[config.mk]
export PLATFORM = sky130hd
export DESIGN_NAME = pwm_multi_flat
export DESIGN_NICKNAME = d
export VERILOG_FILES = /design/src/rtl/pwm_multi_if.sv /design/src/rtl/pwm_multi.sv /design/src/flat_wrapper.sv
export SDC_FILE = /design/constraint.sdc
export NUM_CORES = 2
export LEC_CHECK = 0
export BUFFER_PORTS_ARGS = -buffer_cell sky130_fd_sc_hd__buf_2
export CORE_ASPECT_RATIO = 0.75
export CORE_MARGIN = 3
export CORE_UTILIZATION = 35
export DETAILED_ROUTE_END_ITERATION = 10
export GPL_ROUTABILITY_DRIVEN = 0
export PLACE_DENSITY = 0.6
export RECOVER_POWER = 25
export SLEW_MARGIN = 20
export SYNTH_ARGS = -nofsm -noshare
export SYNTH_HDL_FRONTEND = slang
export SYNTH_SLANG_ARGS = --single-unit
[constraint.sdc]
create_clock -name clk_i -period 21.9 [get_ports clk_i]
set_input_delay 2.19 -clock clk_i [delete_from_list [all_inputs] [get_ports clk_i]]
set_output_delay 2.19 -clock clk_i [all_outputs]
set_load 0.01 [all_outputs]
[src/rtl/pwm_multi_if.sv]
// Memory-mapped register bus between the uncore and the PWM block.
// The master drives the address, data and strobes; the slave returns registered read data.
interface pwm_multi_if;
    logic [7:0]  address_i;
    logic [31:0] writedata_i;
    logic        write_i;
    logic        read_i;
    logic        chipselect_i;
    logic [31:0] readdata_o;

    modport master (output address_i, writedata_i, write_i, read_i, chipselect_i,
                    input  readdata_o);
    modport slave  (input  address_i, writedata_i, write_i, read_i, chipselect_i,
                    output readdata_o);
endinterface

[src/rtl/pwm_multi.sv]
// N-channel PWM with a shared prescaler, shadowed period/compare/deadtime, complementary deadtime and maskable irq.
// Fault shutdown input (fault_i, STATUS bit 15) exists only when PWM_FAULT_EN is defined.
module pwm_multi #(
    parameter int NUM_CH = 4,
    parameter int CNT_W  = 16
) (
    input  logic              clk_i,
    input  logic              rst_i,
    pwm_multi_if.slave        bus,
`ifdef PWM_FAULT_EN
    input  logic              fault_i,
`endif
    output logic [NUM_CH-1:0] pwm_h_o,
    output logic [NUM_CH-1:0] pwm_l_o,
    output logic              irq_o
);
    typedef logic [CNT_W-1:0] cnt_t;

    cnt_t              prescaler, psc_cnt;
    logic              gctrl_en, tick, fault_q, fault_blk;
    logic [NUM_CH-1:0] status, irqmask;
    logic [3:0]        cfg    [NUM_CH];
    cnt_t              per_sh [NUM_CH], cmp_sh [NUM_CH], dt_sh [NUM_CH];
    cnt_t              per_a  [NUM_CH], cmp_a  [NUM_CH], dt_a  [NUM_CH];
    cnt_t              cnt    [NUM_CH], cnt_n  [NUM_CH], dtc   [NUM_CH];
    logic [NUM_CH-1:0] run, down, down_n, raw_q, raw_n, active, step, bnd;
    logic [NUM_CH-1:0] h_c, l_c, inv;
    logic              wr, rd, ch_hit, wr_status;
    logic [7:0]        off;
    logic [2:0]        ch_sel;
    logic [1:0]        reg_sel;
    cnt_t              wdata;
    logic [31:0]       rd_val;
    logic              unused_wdata;

    assign wr        = bus.write_i & bus.chipselect_i;
    assign rd        = bus.read_i & bus.chipselect_i;
    assign off       = bus.address_i - 8'h10;
    assign ch_hit    = (bus.address_i >= 8'h10) && (off < 8'(4 * NUM_CH));
    assign ch_sel    = off[4:2];
    assign reg_sel   = off[1:0];
    assign wdata     = bus.writedata_i[CNT_W-1:0];
    assign wr_status = wr && (bus.address_i == 8'h02);
    assign unused_wdata = ^bus.writedata_i[31:CNT_W];

    always_ff @(posedge clk_i or posedge rst_i) begin
        if (rst_i) begin
            prescaler <= cnt_t'(49);
            gctrl_en  <= 1'b0;
            irqmask   <= '0;
            for (int n = 0; n < NUM_CH; n++) begin
                cfg[n]    <= '0;
                per_sh[n] <= cnt_t'(1023);
                cmp_sh[n] <= cnt_t'(512);
                dt_sh[n]  <= '0;
            end
        end else if (wr) begin
            case (bus.address_i)
                8'h00:   prescaler <= wdata;
                8'h01:   gctrl_en  <= bus.writedata_i[0];
                8'h03:   irqmask   <= bus.writedata_i[NUM_CH-1:0];
                default: ;
            endcase
            for (int n = 0; n < NUM_CH; n++) begin
                if (ch_hit && ch_sel == 3'(n)) begin
                    case (reg_sel)
                        2'd0: cfg[n]    <= bus.writedata_i[3:0];
                        2'd1: per_sh[n] <= wdata;
                        2'd2: cmp_sh[n] <= wdata;
                        2'd3: dt_sh[n]  <= wdata;
                    endcase
                end
            end
        end
    end

    // >= rather than == so a PRESCALER lowered below the running count recovers at once
    assign tick = gctrl_en && (psc_cnt >= prescaler);

    always_ff @(posedge clk_i or posedge rst_i) begin
        if (rst_i)                psc_cnt <= '0;
        else if (!gctrl_en || tick) psc_cnt <= '0;
        else                      psc_cnt <= psc_cnt + 1'b1;
    end

    always_comb begin
        bnd    = '0;
        raw_n  = '0;
        down_n = down;
        for (int n = 0; n < NUM_CH; n++) begin
            active[n] = gctrl_en & cfg[n][0];
            step[n]   = tick & active[n];
            cnt_n[n]  = cnt[n];
            if (!run[n]) begin
                // first tick after enabling starts the period at zero
                cnt_n[n]  = '0;
                down_n[n] = 1'b0;
            end else if (!cfg[n][1]) begin
                if (cnt[n] >= per_a[n]) begin
                    cnt_n[n] = '0;
                    bnd[n]   = step[n];
                end else begin
                    cnt_n[n] = cnt[n] + 1'b1;
                end
            end else if (per_a[n] == '0) begin
                cnt_n[n]  = '0;
                down_n[n] = 1'b0;
                bnd[n]    = step[n];
            end else if (!down[n]) begin
                if (cnt[n] >= per_a[n] - 1'b1) begin
                    cnt_n[n]  = per_a[n];
                    down_n[n] = 1'b1;
                end else begin
                    cnt_n[n] = cnt[n] + 1'b1;
                end
            end else if (cnt[n] <= cnt_t'(1)) begin
                cnt_n[n]  = '0;
                down_n[n] = 1'b0;
                bnd[n]    = step[n];
            end else begin
                cnt_n[n] = cnt[n] - 1'b1;
            end
            raw_n[n] = cnt_n[n] < (bnd[n] ? cmp_sh[n] : cmp_a[n]);
            h_c[n]   = cfg[n][2] ? (raw_q[n] & (dtc[n] == '0))  : raw_q[n];
            l_c[n]   = cfg[n][2] ? (~raw_q[n] & (dtc[n] == '0)) : raw_q[n];
            inv[n]   = cfg[n][3];
        end
    end

    always_ff @(posedge clk_i or posedge rst_i) begin
        if (rst_i) begin
            run   <= '0;
            down  <= '0;
            raw_q <= '0;
            for (int n = 0; n < NUM_CH; n++) begin
                cnt[n]   <= '0;
                dtc[n]   <= '0;
                per_a[n] <= cnt_t'(1023);
                cmp_a[n] <= cnt_t'(512);
                dt_a[n]  <= '0;
            end
        end else begin
            for (int n = 0; n < NUM_CH; n++) begin
                if (!active[n]) begin
                    cnt[n]   <= '0;
                    dtc[n]   <= '0;
                    run[n]   <= 1'b0;
                    down[n]  <= 1'b0;
                    raw_q[n] <= 1'b0;
                    per_a[n] <= per_sh[n];
                    cmp_a[n] <= cmp_sh[n];
                    dt_a[n]  <= dt_sh[n];
                end else if (step[n]) begin
                    cnt[n]   <= cnt_n[n];
                    down[n]  <= down_n[n];
                    run[n]   <= 1'b1;
                    raw_q[n] <= raw_n[n];
                    if (raw_n[n] != raw_q[n]) dtc[n] <= bnd[n] ? dt_sh[n] : dt_a[n];
                    else if (dtc[n] != '0)    dtc[n] <= dtc[n] - 1'b1;
                    if (bnd[n]) begin
                        per_a[n] <= per_sh[n];
                        cmp_a[n] <= cmp_sh[n];
                        dt_a[n]  <= dt_sh[n];
                    end
                end
            end
        end
    end

`ifdef PWM_FAULT_EN
    logic [1:0] fsync;
    always_ff @(posedge clk_i or posedge rst_i) begin
        if (rst_i) begin
            fsync   <= '0;
            fault_q <= 1'b0;
        end else begin
            fsync <= {fsync[0], fault_i};
            if (fsync[1])                                  fault_q <= 1'b1;
            else if (wr_status && bus.writedata_i[15])     fault_q <= 1'b0;
        end
    end
    // synchronised level blocks outputs one cycle before the latch catches up
    assign fault_blk = fault_q | fsync[1];
`else
    assign fault_q   = 1'b0;
    assign fault_blk = 1'b0;
`endif

    always_ff @(posedge clk_i or posedge rst_i) begin
        if (rst_i) begin
            pwm_h_o <= '0;
            pwm_l_o <= '0;
            status  <= '0;
            irq_o   <= 1'b0;
        end else begin
            pwm_h_o <= active & run & {NUM_CH{~fault_blk}} & (h_c ^ inv);
            pwm_l_o <= active & run & {NUM_CH{~fault_blk}} & (l_c ^ inv);
            status  <= (wr_status ? (status & ~bus.writedata_i[NUM_CH-1:0]) : status) | bnd;
            irq_o   <= (|(status & irqmask)) | fault_q;
        end
    end

    always_comb begin
        rd_val = '0;
        case (bus.address_i)
            8'h00: rd_val = 32'(prescaler);
            8'h01: rd_val = {31'b0, gctrl_en};
            8'h02: begin
                rd_val     = 32'(status);
                rd_val[15] = fault_q;
            end
            8'h03: rd_val = 32'(irqmask);
            default: ;
        endcase
        for (int n = 0; n < NUM_CH; n++) begin
            if (ch_hit && ch_sel == 3'(n)) begin
                case (reg_sel)
                    2'd0: rd_val = 32'(cfg[n]);
                    2'd1: rd_val = 32'(per_sh[n]);
                    2'd2: rd_val = 32'(cmp_sh[n]);
                    2'd3: rd_val = 32'(dt_sh[n]);
                endcase
            end
        end
    end

    always_ff @(posedge clk_i or posedge rst_i) begin
        if (rst_i)   bus.readdata_o <= '0;
        else if (rd) bus.readdata_o <= rd_val;
    end
endmodule

[src/flat_wrapper.sv]
// flat-port wrapper written by rule: the top's interface ports become plain ports
module pwm_multi_flat 
#(
    parameter int NUM_CH = 4,
    parameter int CNT_W  = 16
)
  (clk_i, rst_i, pwm_h_o, pwm_l_o, irq_o, bus_address_i, bus_writedata_i, bus_write_i, bus_read_i, bus_chipselect_i, bus_readdata_o);
  pwm_multi_if bus_i ();
  input  logic clk_i;
  input  logic rst_i;
  output logic [NUM_CH-1:0] pwm_h_o;
  output logic [NUM_CH-1:0] pwm_l_o;
  output logic irq_o;
  input wire logic [$bits(bus_i.address_i)-1:0] bus_address_i;
  input wire logic [$bits(bus_i.writedata_i)-1:0] bus_writedata_i;
  input wire logic [$bits(bus_i.write_i)-1:0] bus_write_i;
  input wire logic [$bits(bus_i.read_i)-1:0] bus_read_i;
  input wire logic [$bits(bus_i.chipselect_i)-1:0] bus_chipselect_i;
  output wire logic [$bits(bus_i.readdata_o)-1:0] bus_readdata_o;
  assign bus_i.address_i = bus_address_i;
  assign bus_i.writedata_i = bus_writedata_i;
  assign bus_i.write_i = bus_write_i;
  assign bus_i.read_i = bus_read_i;
  assign bus_i.chipselect_i = bus_chipselect_i;
  assign bus_readdata_o = bus_i.readdata_o;
  pwm_multi #(.NUM_CH(NUM_CH), .CNT_W(CNT_W)) u_core (.clk_i(clk_i), .rst_i(rst_i), .bus(bus_i), .pwm_h_o(pwm_h_o), .pwm_l_o(pwm_l_o), .irq_o(irq_o));
endmodule
==> impl_metrics.yaml <==
run_status:
  outcome: "finished, violations left"
  failed_checks: "max-capacitance violations, max-slew violations"
grt:
  grt_use_total_pct: 19.7
  busiest_layer: "met1"
  gr-usage-met3_pct: 5.76
  grtUsageMet2_pct: 26.7
  antenna_found_initial: 8
  grt_max_degree: 186
  grt_pass1_vias: 28700
  grt_pass1_wl_um: 178000
  grt-ovfl-total: 0
  gr-usage-met1_pct: 30.8
yosys:
  synth_fa_ha_area_share_pct: 7.35
  yosys.area.top_type: "dfrtp_1"
  synth_top_family_by_area: "multiplexers"
  synth_compound_area_share_pct: 13.2
  synth_edf_count: 0
  syn-instance-count: 3831
  synth_flop_cell: "dfrtp_1"
  ys_warn_count: 0
  seq_area_frac_synth_pct: 39.9
  async_reset_ff_share_pct: 100
  netlist_top_cells_area: "dfrtp_1 (34%), mux2_2 (14%), ha_1 (7.3%)"
  synth-xor-area-share_pct: 4.23
  synth-simple-area-share_pct: 12.9
  muxShareOfSynthArea_pct: 18.6
  yosysUniqueCellTypes: 79
  syn_area_um2: 38300
  synth_seq_cells: 606
  postSynthAreaPerCell_um2: 10.0
  synth_top_area_share_pct: 33.6
worst_setup_path:
  r2r-start: "u_core.prescaler[14]"
  worstSetupEndpointType: "flop"
  start_kind: "flop"
  r2r-end: "u_core.dtc[13]"
  cp.required_ns: 22.38
  rr_worst_depth: 22
  cp_max_fo: 45
  crit_type: "reg -> reg"
  crit_arrival_ns: 10.37
  rrSetupSlack_ns: 12.01
timing:
  fmax_mhz: 101
  report.final.slew_viol_count: 358
  timing.slew.headroom_pct: -230
  rsz0062_at_grt: "no"
  worst_pin_slew_ns: 4.92
  finalHoldViolations: 0
  fin_crit_sh_pct: 45.2
  fin_tns_setup_ns: 0
  clock_skew_ns: 0.0365
  setup_viol: 0
  finalCriticalPeriod_ns: 9.89
floorplan:
  die_w_um: 388
  die_area_um2: 114000
  rows: 104
  boundaryPins: 86
  die_h_um: 293
  core_um2: 108000
  start_util_pct: 35.5
layout:
  most-common-layout-cells: "dfrtp_1 (515), mux2_2 (468), nand2_1 (397), ha_1 (225), a21oi_1 (192)"
  final_nets: 4022
  drive_above_1_share_pct: 21.0
  final_common_cell: "dfrtp_1"
  area_delta_synth_final_pct: 9.58
clock_network:
  cts_tree: "yes"
  cts_hold_buf: 0
  path_clk_slew_ns: 0.07
  clock-sinks: 606
  cts_setup_buffers: 0
  htree_num_levels: 2
  post_cts_resized: 0
  clk_latency_ns: 0.66
  cts_buffer_depth: 3
  cts_root_buffer: "clkbuf_16"
  cts_made_buffers: 60
power_and_ir_drop:
  p_total_mw: 2.63
  p_leak_nw: 18.8
  powerDensity_nw_per_um2: 62.7
  irDropWorstVdd_uv: 63.7
hold_path:
  hold_depth: 2
  hold_class: "reg -> reg"
  holdPathEnd: "u_core.bus.readdata_o[4]"
  holdCritStartpoint: "u_core.bus.readdata_o[4]"
detailed_routing:
  drtIter0Drc: 3101
  wl_per_cell_um: 21.8
  vias: 30100
  drc: 0
  viasPerCell: 5.75
  wl_um: 114000
  drtPass1Iterations: 6
  detail-route-antenna-nets: 0
place:
  portBuffers: 53
  hpwl_um: 79400
job:
  cap_viol_max_count: 7
[metal layers]
metal	wire length [µm]	part of all wire (%)
met5	7	0.0061
met4	1730	1.5
met3	10700	9.4
met2	45300	40
met1	56700	50
[through the flow]
step                      instances  utilization [%]  setup WS, ns  area [µm²]  hold slack (ns)
final                          5240             38.9         12.01       42000            0.485
after global routing           5235             38.9         11.50       42000            0.510
after CTS                      5234             38.9         13.84       42000            0.487
after detailed placement       5120             36.9         13.92       39900            0.467
after global placement         5120             36.9         13.99       39900            0.461
after floorplan                3846                -          2.90       38400            0.462
[power breakdown]
part	internal (mW)	total, mW	switching, mW
clock network	0.643	1.12	0.481
logic	0.107	0.342	0.235
registers	1.14	1.17	0.0216
[how the worst max path moves through the flow]
| stage | slack (ns) | endpoint | startpoint |
|---|---|---|---|
| 2_1_floorplan | 2.90 | u_core.bus.readdata_o[0] | rst_i |
| 3_3_place_gp | 13.99 | u_core.dtc[43] | u_core.per_a[33] |
| 3_5_place_dp | 13.92 | u_core.dtc[37] | u_core.per_a[33] |
| 4_1_cts | 13.84 | u_core.dtc[37] | u_core.per_a[33] |
| 5_1_grt | 11.50 | u_core.dtc[8] | u_core.prescaler[14] |
| 6_report | 12.01 | u_core.dtc[13] | u_core.prescaler[14] |
[sequential cells by signal, summed over array words and instances, names as in the netlist, 64 cells and up]
| register | flops |
|---|---|
| u_core.cmp_sh | 64 |
| u_core.dt_a | 64 |
| u_core.per_a | 64 |
| u_core.cmp_a | 64 |
| u_core.per_sh | 64 |
| u_core.cnt | 64 |
| u_core.dtc | 64 |
| u_core.dt_sh | 64 |
[worst max-delay path: stages, from the launching register on]
cell and delay, ns:
dfrtp_1 0.39, inv_1 0.06, ha_1 0.29, nand3_1 0.17
or3_1 0.47, o221ai_4 0.14, clkbuf_1 2.15, clkbuf_1 1.41
nand3_1 0.52, nor2_4 0.20, buf_4 0.52, mux2i_1 0.30
ha_1 0.28, a2111oi_0 0.36, o21ai_0 0.17, a221o_1 0.36
a21oi_1 0.38, nand2_1 0.15, a221oi_1 0.30, a311oi_2 0.08
buf_4 0.24, o21ai_1 0.49, o221ai_1 0.21
[Yosys cell counts (all sizes together) (25+ instances only)]
cell type  count
xor2          55
nand3        119
nor2         187
or3           35
a221oi        52
and3          34
ha           225
dfstp         91
dfrtp        515
mux2i        148
a21o          45
a22oi         57
o21ai        148
nor3          87
nor4          32
xnor2        130
mux2         468
nand2        398
buf           55
nand4         35
a31oi         25
clkbuf       198
inv          124
a21oi        192
o22ai         37
[kinds of logic after synthesis]
| group | Yosys count |
|---|---|
| AND/OR/NAND/NOR | 1043 |
| AO/OA/AOI/OAI | 760 |
| multiplexers | 633 |
| flip-flops | 606 |
| buffers and inverters | 378 |
| adder cells (fa/ha/maj) | 225 |
| XOR/XNOR | 185 |
| other | 1 |
[layout make-up]
cell class	count	area, µm²
clock inverters	27	363
clock buffers	87	1760
inverters	125	470
well taps	1431	1790
flip-flops and latches	606	15300
diodes	5	12.5
repair buffers	97	598
multi-input cells	2862	21700
fillers	10600	66000
Power figures use the tool's default switching activity.
